===== src/rtl/rf_wb_arbiter_if.sv =====
// Writeback bus between the two result producers (ALU, load unit) and the
// register-file write arbiter. The arbiter uses the slave modport.
interface rf_wb_arbiter_if;
  logic        alu_valid_i;
  logic        alu_ready_o;
  logic [4:0]  alu_adr_i;
  logic [31:0] alu_wd_i;

  logic        lsu_valid_i;
  logic        lsu_ready_o;
  logic [4:0]  lsu_adr_i;
  logic [31:0] lsu_wd_i;

  logic        rf_we_o;
  logic [4:0]  rf_adr_o;
  logic [31:0] rf_wd_o;
  logic [31:0] pending_o;

  modport slave (
    input  alu_valid_i, alu_adr_i, alu_wd_i,
    input  lsu_valid_i, lsu_adr_i, lsu_wd_i,
    output alu_ready_o, lsu_ready_o,
    output rf_we_o, rf_adr_o, rf_wd_o, pending_o
  );

  modport master (
    output alu_valid_i, alu_adr_i, alu_wd_i,
    output lsu_valid_i, lsu_adr_i, lsu_wd_i,
    input  alu_ready_o, lsu_ready_o,
    input  rf_we_o, rf_adr_o, rf_wd_o, pending_o
  );
endinterface


===== src/rtl/rf_wb_arbiter.sv =====
// Register-file writeback arbiter: one DEPTH-entry FIFO per requester
// (index 0 = ALU, 1 = LSU), one grant per cycle into a registered write stage.
// Default arbitration is fixed priority (LSU first). Defining RF_WB_RR_EN
// selects round-robin between the two FIFO heads.
// pending_o flags every register with a queued or in-flight write so the
// issuing core can interlock; writes to r0 are drained silently.
module rf_wb_arbiter #(
  parameter int DEPTH = 2
) (
  input  logic          clk_i,
  input  logic          nreset_i,
  rf_wb_arbiter_if.slave wb
);

  localparam int AW = $clog2(DEPTH);

  typedef struct packed {
    logic [4:0]  adr;
    logic [31:0] wd;
  } entry_t;

  entry_t               mem_q [2][DEPTH];
  entry_t               mem_d [2][DEPTH];
  logic [DEPTH-1:0]     vld_q [2];
  logic [DEPTH-1:0]     vld_d [2];
  logic [AW-1:0]        rd_q  [2];
  logic [AW-1:0]        rd_d  [2];
  logic [AW-1:0]        wr_q  [2];
  logic [AW-1:0]        wr_d  [2];

  logic                 last_grant_q, last_grant_d;
  logic                 we_q, we_d;
  logic [4:0]           adr_q, adr_d;
  logic [31:0]          wd_q, wd_d;
  // Held low through reset so both ready_o rise only on the first edge after release.
  logic                 rdy_en_q, rdy_en_d;

  logic [1:0]           in_vld;
  entry_t               in_ent [2];
  logic [1:0]           rdy;
  logic [1:0]           head_vld;
  logic                 gnt_any;
  logic                 gnt_sel;
  entry_t               head_ent;
  logic [31:0]          pend;

  assign in_vld[0] = wb.alu_valid_i;
  assign in_vld[1] = wb.lsu_valid_i;
  assign in_ent[0] = '{adr: wb.alu_adr_i, wd: wb.alu_wd_i};
  assign in_ent[1] = '{adr: wb.lsu_adr_i, wd: wb.lsu_wd_i};

  // Ready depends only on occupancy; entries are contiguous so full = all valid.
  always_comb begin
    for (int r = 0; r < 2; r++) begin
      rdy[r]      = rdy_en_q & ~(&vld_q[r]);
      head_vld[r] = vld_q[r][rd_q[r]];
    end
  end

  // Arbitration between the two FIFO heads.
  always_comb begin
    gnt_any = head_vld[0] | head_vld[1];
`ifdef RF_WB_RR_EN
    if (head_vld[0] && head_vld[1]) begin
      gnt_sel = ~last_grant_q;
    end else begin
      gnt_sel = head_vld[1];
    end
`else
    gnt_sel = head_vld[1];
`endif
    head_ent = mem_q[gnt_sel][rd_q[gnt_sel]];
  end

  // Next state: pop the granted head into the write stage, then apply pushes.
  always_comb begin
    mem_d        = mem_q;
    vld_d        = vld_q;
    rd_d         = rd_q;
    wr_d         = wr_q;
    last_grant_d = last_grant_q;
    we_d         = 1'b0;
    adr_d        = adr_q;
    wd_d         = wd_q;
    rdy_en_d     = 1'b1;

    if (gnt_any) begin
      vld_d[gnt_sel][rd_q[gnt_sel]] = 1'b0;
      rd_d[gnt_sel]                 = rd_q[gnt_sel] + 1'b1;
      last_grant_d                  = gnt_sel;
      // r0 writes are consumed here but leave the write port untouched.
      if (head_ent.adr != 5'd0) begin
        we_d  = 1'b1;
        adr_d = head_ent.adr;
        wd_d  = head_ent.wd;
      end
    end

    // When a FIFO is neither empty nor full, wr and rd point at different slots.
    for (int r = 0; r < 2; r++) begin
      if (in_vld[r] && rdy[r]) begin
        mem_d[r][wr_q[r]] = in_ent[r];
        vld_d[r][wr_q[r]] = 1'b1;
        wr_d[r]           = wr_q[r] + 1'b1;
      end
    end
  end

  // State registers; reset discards all queued and in-flight writes.
  always_ff @(posedge clk_i or negedge nreset_i) begin
    if (!nreset_i) begin
      for (int r = 0; r < 2; r++) begin
        for (int i = 0; i < DEPTH; i++) begin
          mem_q[r][i] <= '0;
        end
        vld_q[r] <= '0;
        rd_q[r]  <= '0;
        wr_q[r]  <= '0;
      end
      last_grant_q <= 1'b1;
      we_q         <= 1'b0;
      adr_q        <= 5'd0;
      wd_q         <= 32'd0;
      rdy_en_q     <= 1'b0;
    end else begin
      mem_q        <= mem_d;
      vld_q        <= vld_d;
      rd_q         <= rd_d;
      wr_q         <= wr_d;
      last_grant_q <= last_grant_d;
      we_q         <= we_d;
      adr_q        <= adr_d;
      wd_q         <= wd_d;
      rdy_en_q     <= rdy_en_d;
    end
  end

  // Scoreboard of registers with writes queued or on the write port.
  always_comb begin
    pend = '0;
    for (int r = 0; r < 2; r++) begin
      for (int i = 0; i < DEPTH; i++) begin
        if (vld_q[r][i]) begin
          pend[mem_q[r][i].adr] = 1'b1;
        end
      end
    end
    if (we_q) begin
      pend[adr_q] = 1'b1;
    end
    pend[0] = 1'b0;
  end

  assign wb.alu_ready_o = rdy[0];
  assign wb.lsu_ready_o = rdy[1];
  assign wb.rf_we_o     = we_q;
  assign wb.rf_adr_o    = adr_q;
  assign wb.rf_wd_o     = wd_q;
  assign wb.pending_o   = pend;

endmodule


===== src/flat_wrapper.sv =====
// flat-port wrapper written by rule: the top's interface ports become plain ports
module rf_wb_arbiter_flat 
#(
  parameter int DEPTH = 2
)
  (clk_i, nreset_i, wb_alu_valid_i, wb_alu_adr_i, wb_alu_wd_i, wb_lsu_valid_i, wb_lsu_adr_i, wb_lsu_wd_i, wb_alu_ready_o, wb_lsu_ready_o, wb_rf_we_o, wb_rf_adr_o, wb_rf_wd_o, wb_pending_o);
  rf_wb_arbiter_if wb_i ();
  input  logic clk_i;
  input  logic nreset_i;
  input wire logic [$bits(wb_i.alu_valid_i)-1:0] wb_alu_valid_i;
  input wire logic [$bits(wb_i.alu_adr_i)-1:0] wb_alu_adr_i;
  input wire logic [$bits(wb_i.alu_wd_i)-1:0] wb_alu_wd_i;
  input wire logic [$bits(wb_i.lsu_valid_i)-1:0] wb_lsu_valid_i;
  input wire logic [$bits(wb_i.lsu_adr_i)-1:0] wb_lsu_adr_i;
  input wire logic [$bits(wb_i.lsu_wd_i)-1:0] wb_lsu_wd_i;
  output wire logic [$bits(wb_i.alu_ready_o)-1:0] wb_alu_ready_o;
  output wire logic [$bits(wb_i.lsu_ready_o)-1:0] wb_lsu_ready_o;
  output wire logic [$bits(wb_i.rf_we_o)-1:0] wb_rf_we_o;
  output wire logic [$bits(wb_i.rf_adr_o)-1:0] wb_rf_adr_o;
  output wire logic [$bits(wb_i.rf_wd_o)-1:0] wb_rf_wd_o;
  output wire logic [$bits(wb_i.pending_o)-1:0] wb_pending_o;
  assign wb_i.alu_valid_i = wb_alu_valid_i;
  assign wb_i.alu_adr_i = wb_alu_adr_i;
  assign wb_i.alu_wd_i = wb_alu_wd_i;
  assign wb_i.lsu_valid_i = wb_lsu_valid_i;
  assign wb_i.lsu_adr_i = wb_lsu_adr_i;
  assign wb_i.lsu_wd_i = wb_lsu_wd_i;
  assign wb_alu_ready_o = wb_i.alu_ready_o;
  assign wb_lsu_ready_o = wb_i.lsu_ready_o;
  assign wb_rf_we_o = wb_i.rf_we_o;
  assign wb_rf_adr_o = wb_i.rf_adr_o;
  assign wb_rf_wd_o = wb_i.rf_wd_o;
  assign wb_pending_o = wb_i.pending_o;
  rf_wb_arbiter #(.DEPTH(DEPTH)) u_core (.clk_i(clk_i), .nreset_i(nreset_i), .wb(wb_i));
endmodule

===== config.mk =====
export PLATFORM = sky130hd
export DESIGN_NAME = rf_wb_arbiter_flat
export DESIGN_NICKNAME = d
export VERILOG_FILES = /design/src/rtl/rf_wb_arbiter_if.sv /design/src/rtl/rf_wb_arbiter.sv /design/src/flat_wrapper.sv
export SDC_FILE = /design/constraint.sdc
export NUM_CORES = 1
export LEC_CHECK = 0
export ABC_AREA = 0
export CELL_PAD_IN_SITES_DETAIL_PLACEMENT = 0
export CELL_PAD_IN_SITES_GLOBAL_PLACEMENT = 1
export CORE_AREA = 4 4 166 168
export DETAILED_ROUTE_END_ITERATION = 10
export DIE_AREA = 0 0 170 172
export PLACE_DENSITY = 0.88
export SLEW_MARGIN = 20
export SYNTH_ARGS = -nofsm -noshare
export SYNTH_HDL_FRONTEND = slang
export SYNTH_SLANG_ARGS = --single-unit

===== constraint.sdc =====
create_clock -name clk_i -period 2.3 [get_ports clk_i]
set_clock_uncertainty 0.1 [all_clocks]
set_input_delay 0.345 -clock clk_i [delete_from_list [all_inputs] [get_ports clk_i]]
set_output_delay 0.345 -clock clk_i [all_outputs]
set_load 0.03 [all_outputs]

# Yosys cells after proc, flatten, opt, wreduce, memory -nomap -nowiden
# Index checks and enable logic that the tools add are counted.
[word_totals] regBits=195 word_cells=130
[classes] addsub=3 n_lt_le_gt_ge=25 mux=50 n_bitwise=17 n_reduce_logical=17
[op_table] op="$mux 74" n=3
[op_table] op="$mux 37" n=5
[op_table] op="$mux 32" n=5
[op_table] op="$bwmux 74" n=2
[op_table] op="$or 32x32->32" n=4
[op_table] op="$demux 37 s1" n=2
[op_table] op="$lt 5x6->1 const B" n=5
[op_table] op="$demux 1 s5" n=5
[op_table] op="$ge 5x1->1 const B" n=5
[op_table] op="$mux 1" n=18
[op_table] op="$logic_and 1x1->1" n=13
[op_table] op="$lt 1x2->1 const B" n=5
[op_table] op="$ge 2x2->1 const B" n=4
[op_table] op="$not 1->2" n=4
[op_table] op="$lt 2x1->1 const B" n=3
[op_table] op="$mux 2" n=3
[op_table] op="$reduce_and 2->1" n=3
[op_table] op="$reduce_bool 5->1" n=1
[op_table] op="$and 4x4->4" n=1
[op_table] op="$demux 1 s1" n=4
[op_table] op="$mux 4" n=1
[op_table] op="$not 4->4" n=1
[op_table] op="$or 2x2->2" n=2
[op_table] op="$add 1x1->1 const B" n=3
[op_table] op="other kinds (6)" n=10

# Logic depth before layout (Yosys ltp)
[depth] ltp_word=17 depth_mapped=8 mapped_depth_nobuf=6

# Least setup slack after synthesis
# OpenSTA, ideal clock, no wires.
[synth_timing] path_kind="register to register" from="reg u_core.vld_q[0] (netlist name)" to="reg u_core.mem_q[52] (netlist name)" setup_time_ns=0.125 t_arrival_ns=2.428 required_time_ns=2.075 setup_slack_ns=-0.353 stages_incl_launch_ff=8 cell_sequence="dfrtp_1 -> buf_4 -> a21boi_0 -> nand2_1 -> or2_2 -> buf_2 -> buf_2 -> mux2_2"
[synth_between] elab_chain_cells=4
[synth_rtl] element="start, declared" line="rf_wb_arbiter.sv:24" source="logic [DEPTH-1:0] vld_q [2];"
[synth_rtl] element="start signal, assigned" line="rf_wb_arbiter.sv:127" source="vld_q <= vld_d;"
[synth_rtl] element="$reduce_and 2->1" line="rf_wb_arbiter.sv:55" source="rdy[r] = rdy_en_q & ~(&vld_q[r]);"
[synth_rtl] element="$not 1->1" line="rf_wb_arbiter.sv:55"
[synth_rtl] element="$and 1x1->1" line="rf_wb_arbiter.sv:55"
[synth_rtl] element="named net wb_lsu_ready_o" line="flat_wrapper.sv:17" source="output wire logic [$bits(wb_i.lsu_ready_o)-1:0] wb_lsu_ready_o;"
[synth_rtl] element="$logic_and 1x1->1" line="rf_wb_arbiter.sv:101" source="if (in_vld[r] && rdy[r]) begin"
[synth_rtl] element="end signal, assigned" line="rf_wb_arbiter.sv:126" source="mem_q <= mem_d;"
[synth_rtl] element="end, declared" line="rf_wb_arbiter.sv:22" source="entry_t mem_q [2][DEPTH];"
# The timed path passes the listed nets, and every way through them passes these cells.
# A chain may end at the register's enable or synchronous reset.

# Worst setup path in the final report
[layout_timing] from="reg u_core.mem_q[110] (netlist name)" to="out wb_pending_o[13]"
[layout_between] elab_chain_cells=12 elab_cells_between_ends=13 cone_classes="order compare: 2; mux: 6; bitwise: 4; reduce/logical: 1"
[layout_rtl] element="$lt 5x6->1 (implied by the code) / $ge 5x1->1 (equally long branches)" line="rf_wb_arbiter.sv:144" source="pend[mem_q[r][i].adr] = 1'b1;"
[layout_rtl] element="$logic_and 1x1->1 (implied by the code)" line="rf_wb_arbiter.sv:144"
[layout_rtl] element="$mux 1 (implied by the code)" line="rf_wb_arbiter.sv:144"
[layout_rtl] element="$demux 1 s5 *"
[layout_rtl] element="$or 32x32->32 (no source line) *"
[layout_rtl] element="$mux 32 *" line="rf_wb_arbiter.sv:143" source="if (vld_q[r][i]) begin"
[layout_rtl] element="$or 32x32->32 (no source line)"
[layout_rtl] element="$mux 32 *" line="rf_wb_arbiter.sv:143"
[layout_rtl] element="$or 32x32->32 (no source line)"
[layout_rtl] element="$mux 32 *" line="rf_wb_arbiter.sv:143"
[layout_rtl] element="$or 32x32->32 (no source line)"
[layout_rtl] element="$mux 32 *" line="rf_wb_arbiter.sv:148" source="if (we_q) begin"
[layout_rtl] element="end, declared" line="flat_wrapper.sv:21" source="output wire logic [$bits(wb_i.pending_o)-1:0] wb_pending_o;"
# Every way passes the cells marked *; elsewhere a longest branch is shown, timed or not.

==> results by group <==
Worst setup path
  • Crit path required time: 1.86 ns
  • CP endpoint kind: output port
  • Slowest cell on crit path: dfrtp_2
  • Maximum fanout along the worst path: 7
  • Crit path launch type: flop
  • Max incr delay on CP: 0.48 ns
  • R2R Setup Slk: -0.05 ns
  • Crit path DAT: 1.94 ns
  • Setup CP Type: reg2out
  • Critical path, cell by cell: nand3b_1 > buf_4 > o22ai_2 > nor2_1 > o221ai_2 > buf_6

Timing
  • Period minus WS final: 2.383 ns
  • Setup violators final: 42
  • FMAX: 0.4196 GHz
  • Worst-Margin Slew: 0.5842 ns
  • WHS: 0.3587 ns
  • Max-slew violations: 0
  • Final period util: 103.6%
  • Hold Violations, Final: 0
  • Total Negative Setup Slacks: -1.310 ns
  • Worst slew margin: 61.05%
  • Worst setup margin: -0.08308 ns
  • Unrepaired setup endpoints after global routing: yes

Floorplan
  • Die X: 170 microns
  • Core Region: 25910 sq um
  • Die Span Y: 172 microns
  • Num rows: 59
  • Io pins: 150
  • Die area: 29240 sq um
  • Starting Density: 38.65%

Synthesis
  • Seq/Total Area, Yosys: 48.72%
  • Avg Synthesized Cell Area: 11.14 sq um
  • Asr flop ratio synth: 100.0%
  • FF+latch count, synth: 195
  • Cell variety after synth: 46
  • Syn Nets: 977
  • Synth Flop Type: dfrtp_1
  • Synthesized cell area: 10020 sq um
  • Post-synth top area cell: dfrtp_1
  • Top cell type's share of synthesized area: 48.72%
  • Top post-synthesis cells by area: dfrtp_1 (49%), mux2_2 (18%), mux2_4 (4.3%)
  • EDFF count, synth: 0
  • Synth Instances: 899
  • Yosys warns: 0

CTS
  • CTS max path bufs: 2
  • Num CTS Buffers: 17
  • Worst-skew pair later-pin latency: 0.43 ns
  • Worst-path clk slew: 0.07 ns
  • Clock sink count: 195
  • H-tree Lvls: 4
  • TritonCTS clock tree: yes
  • CTS Root Cell: clkbuf_16

Drt
  • Per-cell routed wire length: 20.63 microns
  • Via count: 8139
  • DRT antenna net count: 0
  • Iteration-0 DRC Markers: 714
  • 1st-pass router iterations: 7
  • Met3 wire length: 1.972 mm
  • Residual DRC: 0
  • Post-DR vias/cell: 5.548
  • Routed metal-1 wirelength: 12.80 mm
  • Top layer used by detailed routing: met4
  • WL final: 30.26 mm
  • DR WL met2: 14.96 mm

Hold path
  • Worst min-delay path category: in2async

Layout
  • Share of layout cells above drive strength 1: 45.23%
  • Diodes inserted: 0
  • Most common cell after layout, fill and taps aside: dfrtp_1
  • Area Overhead vs Synth: 39.54%
  • Most frequent cells in the layout: dfrtp_1 (172), mux2_2 (158), clkdlybuf4s50_1 (114)
  • Nets: 1197

Pwr
  • Cell Pwr Density: 1461 nW/um^2
  • Sequential share of power: 32.4%
  • Leakage: 5.891 nW
  • Gate power share: 53.4%
  • Internal power: 12.35 mW
  • Switching power share of the total: 39.53%
  • P_sw: 8.071 mW
  • Peak supply drop: 891.2 uV
  • Clk pwr share: 14.2%

GRT
  • Vias in the first global route: 8204
  • Largest net degree at the start of global routing: 71
  • Initial antenna violation count: 0
  • Global-route wire length before repair: 46.39 mm
  • All-Layer GR Usage: 20.27%
  • Total global routing overflow: 0

Placed design
  • Gp weighted congestion: 0.9514
  • Post-DP HPWL: 21.21 mm
  • Port bufs: 148

Run status
  • Violated checks: negative setup slack
  • Outcome: complete, but fails checks

Job
  • Max Cap Viol: 0
## state kept, by name (all words and copies together), names as in the netlist
name / count
u_core.wb.rf_we_o: 1
u_core.rdy_en_q: 1
u_core.rd_q: 2
u_core.wr_q: 2
u_core.mem_q: 148
u_core.wb.rf_wd_o: 32
u_core.vld_q: 4
u_core.wb.rf_adr_o: 5
## metrics by stage
stage | worst slack [ns] | cell area (sq um) | power [mW] | util (%) | instances
floorplan | 0.02897 | 10020 | 12.36 | - | 899
global placement | 0.06060 | 12110 | 15.47 | 46.73 | 1378
detailed placement | 0.005080 | 12110 | 15.71 | 46.73 | 1378
CTS | -0.05023 | 13160 | 19.22 | 50.78 | 1432
global route | -0.1436 | 13980 | 21.58 | 53.94 | 1467
finish | -0.08308 | 13980 | 20.42 | 53.94 | 1467
## area by class of cell
class,instances,area [sq um]
flip-flops and latches,195,4908
repair buffers,269,2579
fillers,2266,11940
well taps,335,419.2
clock inverters,12,120.1
inverters,6,27.53
multi-input cells,630,5465
clock buffers,20,456.7
## Yosys cell counts, drive strengths merged, types with 3 or more instances
library cell  count
buf              26
mux2i            33
a22oi            30
nor2             70
o22ai            23
nand2b            3
or2               8
o31ai             7
o221ai           17
dfrtp           195
nor3b            18
nand3            31
mux2            187
inv               5
nand3b           16
nor3              8
a21oi            41
and3              6
o32a              5
clkbuf           42
nand2            67
o21ai            42
## critical path: cells and delay by family, from the launching register on
kind	cells	cell delay, ns
flip-flops	1	0.48
buffers and inverters	2	0.39
AO/OA/AOI/OAI	2	0.22
AND/OR/NAND/NOR	2	0.41
## cell families (layout without fill, tap and decap cells)
group	after synthesis	in the layout	synth area share, %
buffers and inverters	74	307	3.360
AO/OA/AOI/OAI	173	173	11.17
flip-flops	195	195	48.72
other	2	2	0.07498
AND/OR/NAND/NOR	235	235	11.27
multiplexers	220	220	25.41
## metal layers
layer | vias up | track usage (%)
li1 | 3706 | -
met2 | 288 | 34.46
met4 | 0 | 5.139
met1 | 4099 | 26.12
met5 | - | 0
met3 | 46 | 5.098
## worst paths after layout
check	start	to	depth (start not counted)
worst min-delay path	nreset_i	u_core.mem_q[118]	2
min in group clk_i	u_core.mem_q[117]	u_core.mem_q[117]	1
worst max register to register	u_core.vld_q[0]	u_core.wb.rf_wd_o[8]	8
worst max-delay path	u_core.mem_q[110]	wb_pending_o[13]	6
worst min register to register	u_core.mem_q[117]	u_core.mem_q[117]	1
max in group asynchronous	nreset_i	u_core.wb.rf_adr_o[3]	3
## what timing repair did
item                       in CTS  in global routing
setup endpoints to repair      32                 67
buffers inserted               22                 37
gates resized for setup        81                121
hold buffers                    1                  0
hold endpoints to repair       66                  0
pin swaps                       9                 46
## power groups by stage
stage	clock, mW	sequential (mW)	combinational, mW
floorplan	0	6.52	5.84
global placement	0	6.54	8.94
detailed placement	0	6.59	9.13
CTS	2.96	6.57	9.69
global route	3.12	6.79	11.7
finish	2.90	6.61	10.9
Power figures use the tool's default switching activity.
